**config.mk**
```make
export PLATFORM = sky130hd
export DESIGN_NAME = throttled_check_sink
export DESIGN_NICKNAME = d
export VERILOG_FILES = /design/src/rtl/throttled_check_sink.sv
export SDC_FILE = /design/constraint.sdc
export NUM_CORES = 2
export LEC_CHECK = 0
export CAP_MARGIN = 30
export CELL_PAD_IN_SITES_DETAIL_PLACEMENT = 0
export CELL_PAD_IN_SITES_GLOBAL_PLACEMENT = 1
export CORE_MARGIN = 2
export CORE_UTILIZATION = 56
export DETAILED_ROUTE_END_ITERATION = 7
export GPL_TIMING_DRIVEN = 1
export MAX_ROUTING_LAYER = met4
export PLACE_DENSITY = 0.79
export REMOVE_ABC_BUFFERS = 1
export SYNTH_ARGS = -nofsm -noshare
export SYNTH_HDL_FRONTEND = slang
export SYNTH_SLANG_ARGS = --single-unit
```
**constraint.sdc**
```tcl
create_clock -name clk -period 5.4 [get_ports clk]
set_clock_uncertainty 0.1 [all_clocks]
set_input_delay 1.08 -clock clk [delete_from_list [all_inputs] [get_ports clk]]
set_output_delay 1.08 -clock clk [all_outputs]
set_load 0.03 [all_outputs]
```
**src/rtl/throttled_check_sink.sv**
```systemverilog
// Receive-end stream checker: compares each accepted message against an expected memory,
// throttles rdy with a Galois LFSR and flags a stall via an idle watchdog.
module throttled_check_sink #(
  parameter int          p_width    = 16,
  parameter int          p_n_msgs   = 108,
  parameter int          p_throttle = 1,
  parameter logic [15:0] p_seed     = 16'hACE1,
  parameter int          p_timeout  = 1024,
  localparam int         IDXW       = (p_n_msgs > 1) ? $clog2(p_n_msgs) : 1
) (
  input  logic               clk,
  input  logic               reset,
  input  logic               ld_en,
  input  logic [IDXW-1:0]    ld_idx,
  input  logic [p_width-1:0] ld_data,
  input  logic               val,
  output logic               rdy,
  input  logic [p_width-1:0] msg,
  output logic               done,
  output logic               pass,
  output logic               timeout,
  output logic [7:0]         err_count,
  output logic [IDXW-1:0]    err_idx
);

  localparam int TW = $clog2(p_timeout);

  typedef enum logic [1:0] {S_RUN, S_DONE, S_TIMEOUT} state_t;

  state_t             r_state;
  logic [IDXW-1:0]    r_idx;
  logic [15:0]        r_lfsr;
  logic [TW-1:0]      r_idle;
  logic [7:0]         r_err_count;
  logic [IDXW-1:0]    r_err_idx;
  logic               r_first_err;
  logic [p_width-1:0] r_mem [p_n_msgs];

  logic               w_rdy;
  logic               w_fire;
  logic               w_mismatch;
  logic               w_last;
  logic               w_expire;
  logic [15:0]        w_lfsr_next;

  assign w_rdy       = (r_state == S_RUN) && ((p_throttle == 0) || (r_lfsr[1:0] != 2'b00));
  assign w_fire      = val && w_rdy;
  assign w_mismatch  = (msg != r_mem[r_idx]);
  assign w_last      = (r_idx == IDXW'(p_n_msgs - 1));
  assign w_expire    = (r_idle == TW'(p_timeout - 1));
  assign w_lfsr_next = {1'b0, r_lfsr[15:1]} ^ (r_lfsr[0] ? 16'hB400 : 16'h0000);

  // Non-blocking write gives read-before-write against the same-cycle compare.
  always_ff @(posedge clk) begin
    if (ld_en && ({1'b0, ld_idx} < (IDXW+1)'(p_n_msgs))) begin
      r_mem[ld_idx] <= ld_data;
    end
  end

  always_ff @(posedge clk) begin
    if (reset) begin
      r_state     <= S_RUN;
      r_idx       <= '0;
      r_lfsr      <= p_seed;
      r_idle      <= '0;
      r_err_count <= 8'd0;
      r_err_idx   <= '1;
      r_first_err <= 1'b0;
    end else if (r_state == S_RUN) begin
      r_lfsr <= w_lfsr_next;
      if (w_fire) begin
        r_idle <= '0;
        // idx freezes on the final message rather than wrapping.
        if (w_last) r_state <= S_DONE;
        else        r_idx   <= r_idx + IDXW'(1);
        if (w_mismatch) begin
          if (r_err_count != 8'hFF) r_err_count <= r_err_count + 8'd1;
          if (!r_first_err) begin
            r_first_err <= 1'b1;
            r_err_idx   <= r_idx;
          end
        end
      end else if (w_expire) begin
        r_state <= S_TIMEOUT;
      end else begin
        r_idle <= r_idle + TW'(1);
      end
    end
  end

  assign rdy       = w_rdy;
  assign done      = (r_state == S_DONE);
  assign timeout   = (r_state == S_TIMEOUT);
  assign pass      = (r_state == S_DONE) && (r_err_count == 8'd0);
  assign err_count = r_err_count;
  assign err_idx   = r_err_idx;

endmodule
```
# Yosys cells after proc, flatten, opt, wreduce, memory -nomap -nowiden
# Memories as Yosys holds them, arrays and structs flattened. A register that Yosys moved wholly into a read port is not among the register bits.
# Index checks and enable logic that the tools add are counted.
# totals
reg_bits,51
mem_count,1
ramBits,1728
output_inout_bits,19
# mem_list
name,words,word_bits,read_ports,rd_clocked_by_memory_dff,wr,line,rtl
r_mem,108,16,1,1,1,37,logic [p_width-1:0] r_mem [p_n_msgs];
# op_classes
n_mux,10
n_lt_le_gt_ge,1
n_reduce_logical,14
n_addsub,3
n_bitwise,3
eq_ne,8
# ops
op,n
$mux 10,2
$mux 16,1
$ne 16x16->1,1
$xor 15x16->16,1
$mux 7,2
$add 10x1->10 const B,1
$eq 10x10->1 const B,1
$reduce_and 3->1,3
$add 8x1->8 const B,1
$logic_not 8->1,1
$ne 8x8->1 const B,1
$reduce_and 4->1,2
$add 7x1->7 const B,1
$eq 7x7->1 const B,1
$lt 7x7->1 const B,1
$mux 2,3
$logic_and 1x1->1,4
$reduce_bool 2->1,2
$eq 2x1->1 const B,1
$eq 2x2->1 const B,1
$logic_not 2->1,1
$mux 1,2
$ne 2x1->1 const B,1
$ne 2x2->1 const B,1
other kinds (2),3

# Logic depth before layout (Yosys ltp)
# depth
word_depth,6
ltp_mapped,19

# Least setup slack after synthesis
# OpenSTA, ideal clock, no wires.
# synth_timing
path_kind,register to register
start,register with a tool-made name
end,register r_err_count[6] (netlist: err_count[6])
arrival_time_ns,3.683
required_ns,5.157
path_slack_ns,1.475
period_less_slack_ns,3.925
path_stages_with_launch,18
cell_sequence,dfxtp_1 > buf_6 > buf_4 > buf_4 > buf_2 > buf_2 > mux4_2 > a22oi_1 > nand2_1 > a31oi_1 > nand4_1 > xor2_1 > a2111oi_0 > nand4_1 > or4_1 > buf_4 > a31oi_1 > a211oi_1
# synth_lines
item,line,rtl
end signal: assignment,77,if (r_err_count != 8'hFF) r_err_count <= r_err_count + 8'd1;
end: declaration,34,logic [7:0] r_err_count;

==> results.md <==
* Share of post-route cells with drive strength above 1 at 24.4%
* Standard-cell rows at between 100 and 150
* First-pass GRT wire length at 274000 um
* Delay-heaviest family, CP: simple AND/OR/NAND/NOR gates
* DR DRC count at 0
* Async SR Flop Fraction at 0%
* Fin area at 78900 um2
* Max-cap viol count at 0
* Initial antenna violation count at 6
* Count of final setup violators at 0
* Pwr Total at between 20 and 30 mW
* Startpoint type of the worst setup path: flip-flop
* IO buf count at 61
* Largest area contributor in the netlist: edfxtp_1
* Critical path class: reg -> reg
* Util after Layout at 63.9%
* Crit share post-route at a little over nine tenths
* GR Util All Layers at roughly a third
* Root buffer cell: clkbuf_16
* # resized after CTS at 0
* Via Count at 37300
* Max Root-Sink Buffers at 3
* Mean area per synthesized cell at 20.2 um2
* Tightest Pin Transition at 1.16 ns
* Initial Util at 56.4%
* Seq/Total Area, Yosys at between 70% and 80%
* Commonest cells in the synthesized netlist: edfxtp_1 (1728), mux4_2 (374), nor2_1 (196)
* Post-synth EDFFs at 1728
* RSZ-0062 raised after global routing: no
* Highest clock rate at 190 MHz
* Worst Path Required at 5.99 ns
* Synth cell types at a little under 80
* Area of the die at 127000 um2
* Vias in the first global route at approximately 37000
* Synth top area cells: edfxtp_1 (75%), mux4_2 (12%), mux2i_1 (2.7%)
* CTS tree: done
* P per Cell Area at approximately 360 nW/um2
* Slew headroom at 22.7%
* Gpl congestion at roughly 0.97
* Leakage power figure at 24.6 nW
* Worst Path Buf+Inv at 2
* Detail Route Antenna Nets at 0
* Hold path start: r_lfsr[8]$_SDFFE_PP0P_
* Layout area overhead at 13.4%
* Wire per inst at about 35 um
* Post-layout minimum cycle time at 5.26 ns
* Hold Buf Count CTS at 0
* Crit path arrival time at a little under 6 ns
* Top cell type's share of synthesized area at approximately three quarters
* Yosys reg bits at 1786
* Hold Path Class: reg -> reg
* Primary FF master, synth: edfxtp_1
* Setup_tns at 0 ns
* Crit. End Element: flip-flop
* Cell with the most instances after synthesis: edfxtp_1
* Critical Path Slowest Stage Cell: o41ai_1
* Peak VDD IR at 0.000293 V
* Die height at 357 um
* Synthesized instance count at approximately 3400
* Gr ovfl total at 0
* Endpoints failing hold at 0
* Die W at 357 um
* Slew Viols, Final at 0
* # IOs at 62
* Core region area at 123000 um2
* DR iter-0 viols at 6219
* Worst path max stage delay at approximately 0.86 ns
* Clock buffer count from CTS at 174
* Postcts setup bufs at 0
* Final WL at a little under 200000 um
* Status: finished clean
* Drt via density at slightly below 7
* HPWL after detailed placement at 122000 um
* Maximum fanout along the worst path at 32
* Drt first pass iters at 5
* Clock Sinks at 1786
* Largest net degree at the start of global routing at between 90 and 100
* Cell Chain, Critical Path: buf_4 > mux4_2 > nand2_1 > and3_1 > o41ai_1 > nand2_1 > a221oi_1 > nor2_1 > or3_1 > nor4_2 > buf_4 > nor2_2 > mux2_1
* Yosys warnings at 0
* Htree depth at 4
* Final net count at 3795
* Clock insertion delay at the later pin of the skew report at 0.82 ns
* Mapped cell area at 69600 um2
* Post-DP Area at 73500 um2
* CTS clk-pin slew, worst paths at 0.06 ns
[routing by layer]
metal	up-vias	track usage, %	routed length, um
met5	-	-	0
met4	0	11.5	7450
met3	411	7.31	22900
met2	2736	46.5	89600
met1	19400	44.6	74000
li1	14800	-	-
[power breakdown]
| part | switching, mW | leakage (nW) | internal (mW) | total (mW) |
|---|---|---|---|---|
| logic | 0.908 | 6.00 | 0.599 | 1.51 |
| registers | 0.0448 | 16.0 | 15.3 | 15.3 |
| clock network | 5.12 | 2.63 | 6.51 | 11.6 |
| total | 6.07 | 24.6 | 22.4 | 28.4 |
[cell type report]
type                       count  area, um2
antenna                        4       10.0
clock buffer                 224       4640
clock inverter                85        736
fill                        8096      44600
inverter                      12       45.0
multi-input combinational   1452      15500
sequential                  1786      53100
tap                         1637       2050
timing repair buffer         322       2870
[worst paths after layout]
check / to / slack [ns] / cells after the start
worst max-delay path: err_count[0]$_SDFFE_PP0P_ / 0.14 / 13
worst min-delay path: r_lfsr[8]$_SDFFE_PP0P_ / 0.37 / 2
worst max register to register: err_count[0]$_SDFFE_PP0P_ / 0.14 / 13
worst min register to register: r_lfsr[8]$_SDFFE_PP0P_ / 0.37 / 2
[placed cells by master, fill, tap and decap left out, types with 10 or more instances in the layout]
cell,count
edfxtp_1,1728
mux4_2,374
buf_4,249
mux2i_1,186
nor2_1,180
clkbuf_16,176
nand2_1,146
a22oi_1,68
a21oi_1,53
dfxtp_1,52
nand3_1,47
clkdlybuf4s50_1,45
clkbuf_1,42
o21ai_0,35
clkinv_1,33
clkinv_2,26
nor2b_1,23
a221oi_1,23
buf_12,21
xor2_1,18
nor3_1,18
nor2_2,17
a211oi_1,17
and3_1,16
mux2_2,16
nand4_1,16
a31oi_1,15
xnor2_1,12
o22ai_1,12
and2_1,10
[registers in the layout, summed over array words and instances (netlist names), named ones only]
| name | count |
|---|---|
| err_count | 8 |
| err_idx | 7 |
| r_first_err | 1 |
| r_idle | 10 |
| r_idx | 7 |
| r_lfsr | 16 |
| r_mem | 1728 |
| r_state | 2 |
[worst register-to-register path, cell delays in order, from the launching register on]
cell      delay (ns)
dfxtp_4         0.73
buf_4           0.55
mux4_2          0.36
nand2_1         0.07
and3_1          0.28
o41ai_1         0.87
nand2_1         0.11
a221oi_1        0.40
nor2_1          0.08
or3_1           0.40
nor4_2          0.57
buf_4           0.24
nor2_2          0.06
mux2_1          0.32
[kinds of logic (layout without fill, tap and decap cells)]
logic type | Yosys count | after routing | share of synthesized area [%]
muxes | 577 | 577 | 15.1
buffers and inverters | 202 | 643 | 1.59
DFF | 1786 | 1786 | 76.2
other | 0 | 4 | 0
adders and majority gates | 4 | 4 | 0.0719
xor gates and xnor gates | 30 | 30 | 0.378
AOI/OAI and AO/OA | 313 | 313 | 3.21
and+or+nand+nor | 528 | 528 | 3.48
[metrics by stage]
step,std cells,hold slack [ns],worst slack (ns)
CTS,5516,0.365,0.257
detailed placement,5207,0.351,0.273
finish,5522,0.365,0.137
global route,5521,0.388,0.0463
floorplan,3250,0.326,-14.07
global placement,5201,0.338,0.249
Power figures use the tool's default switching activity.
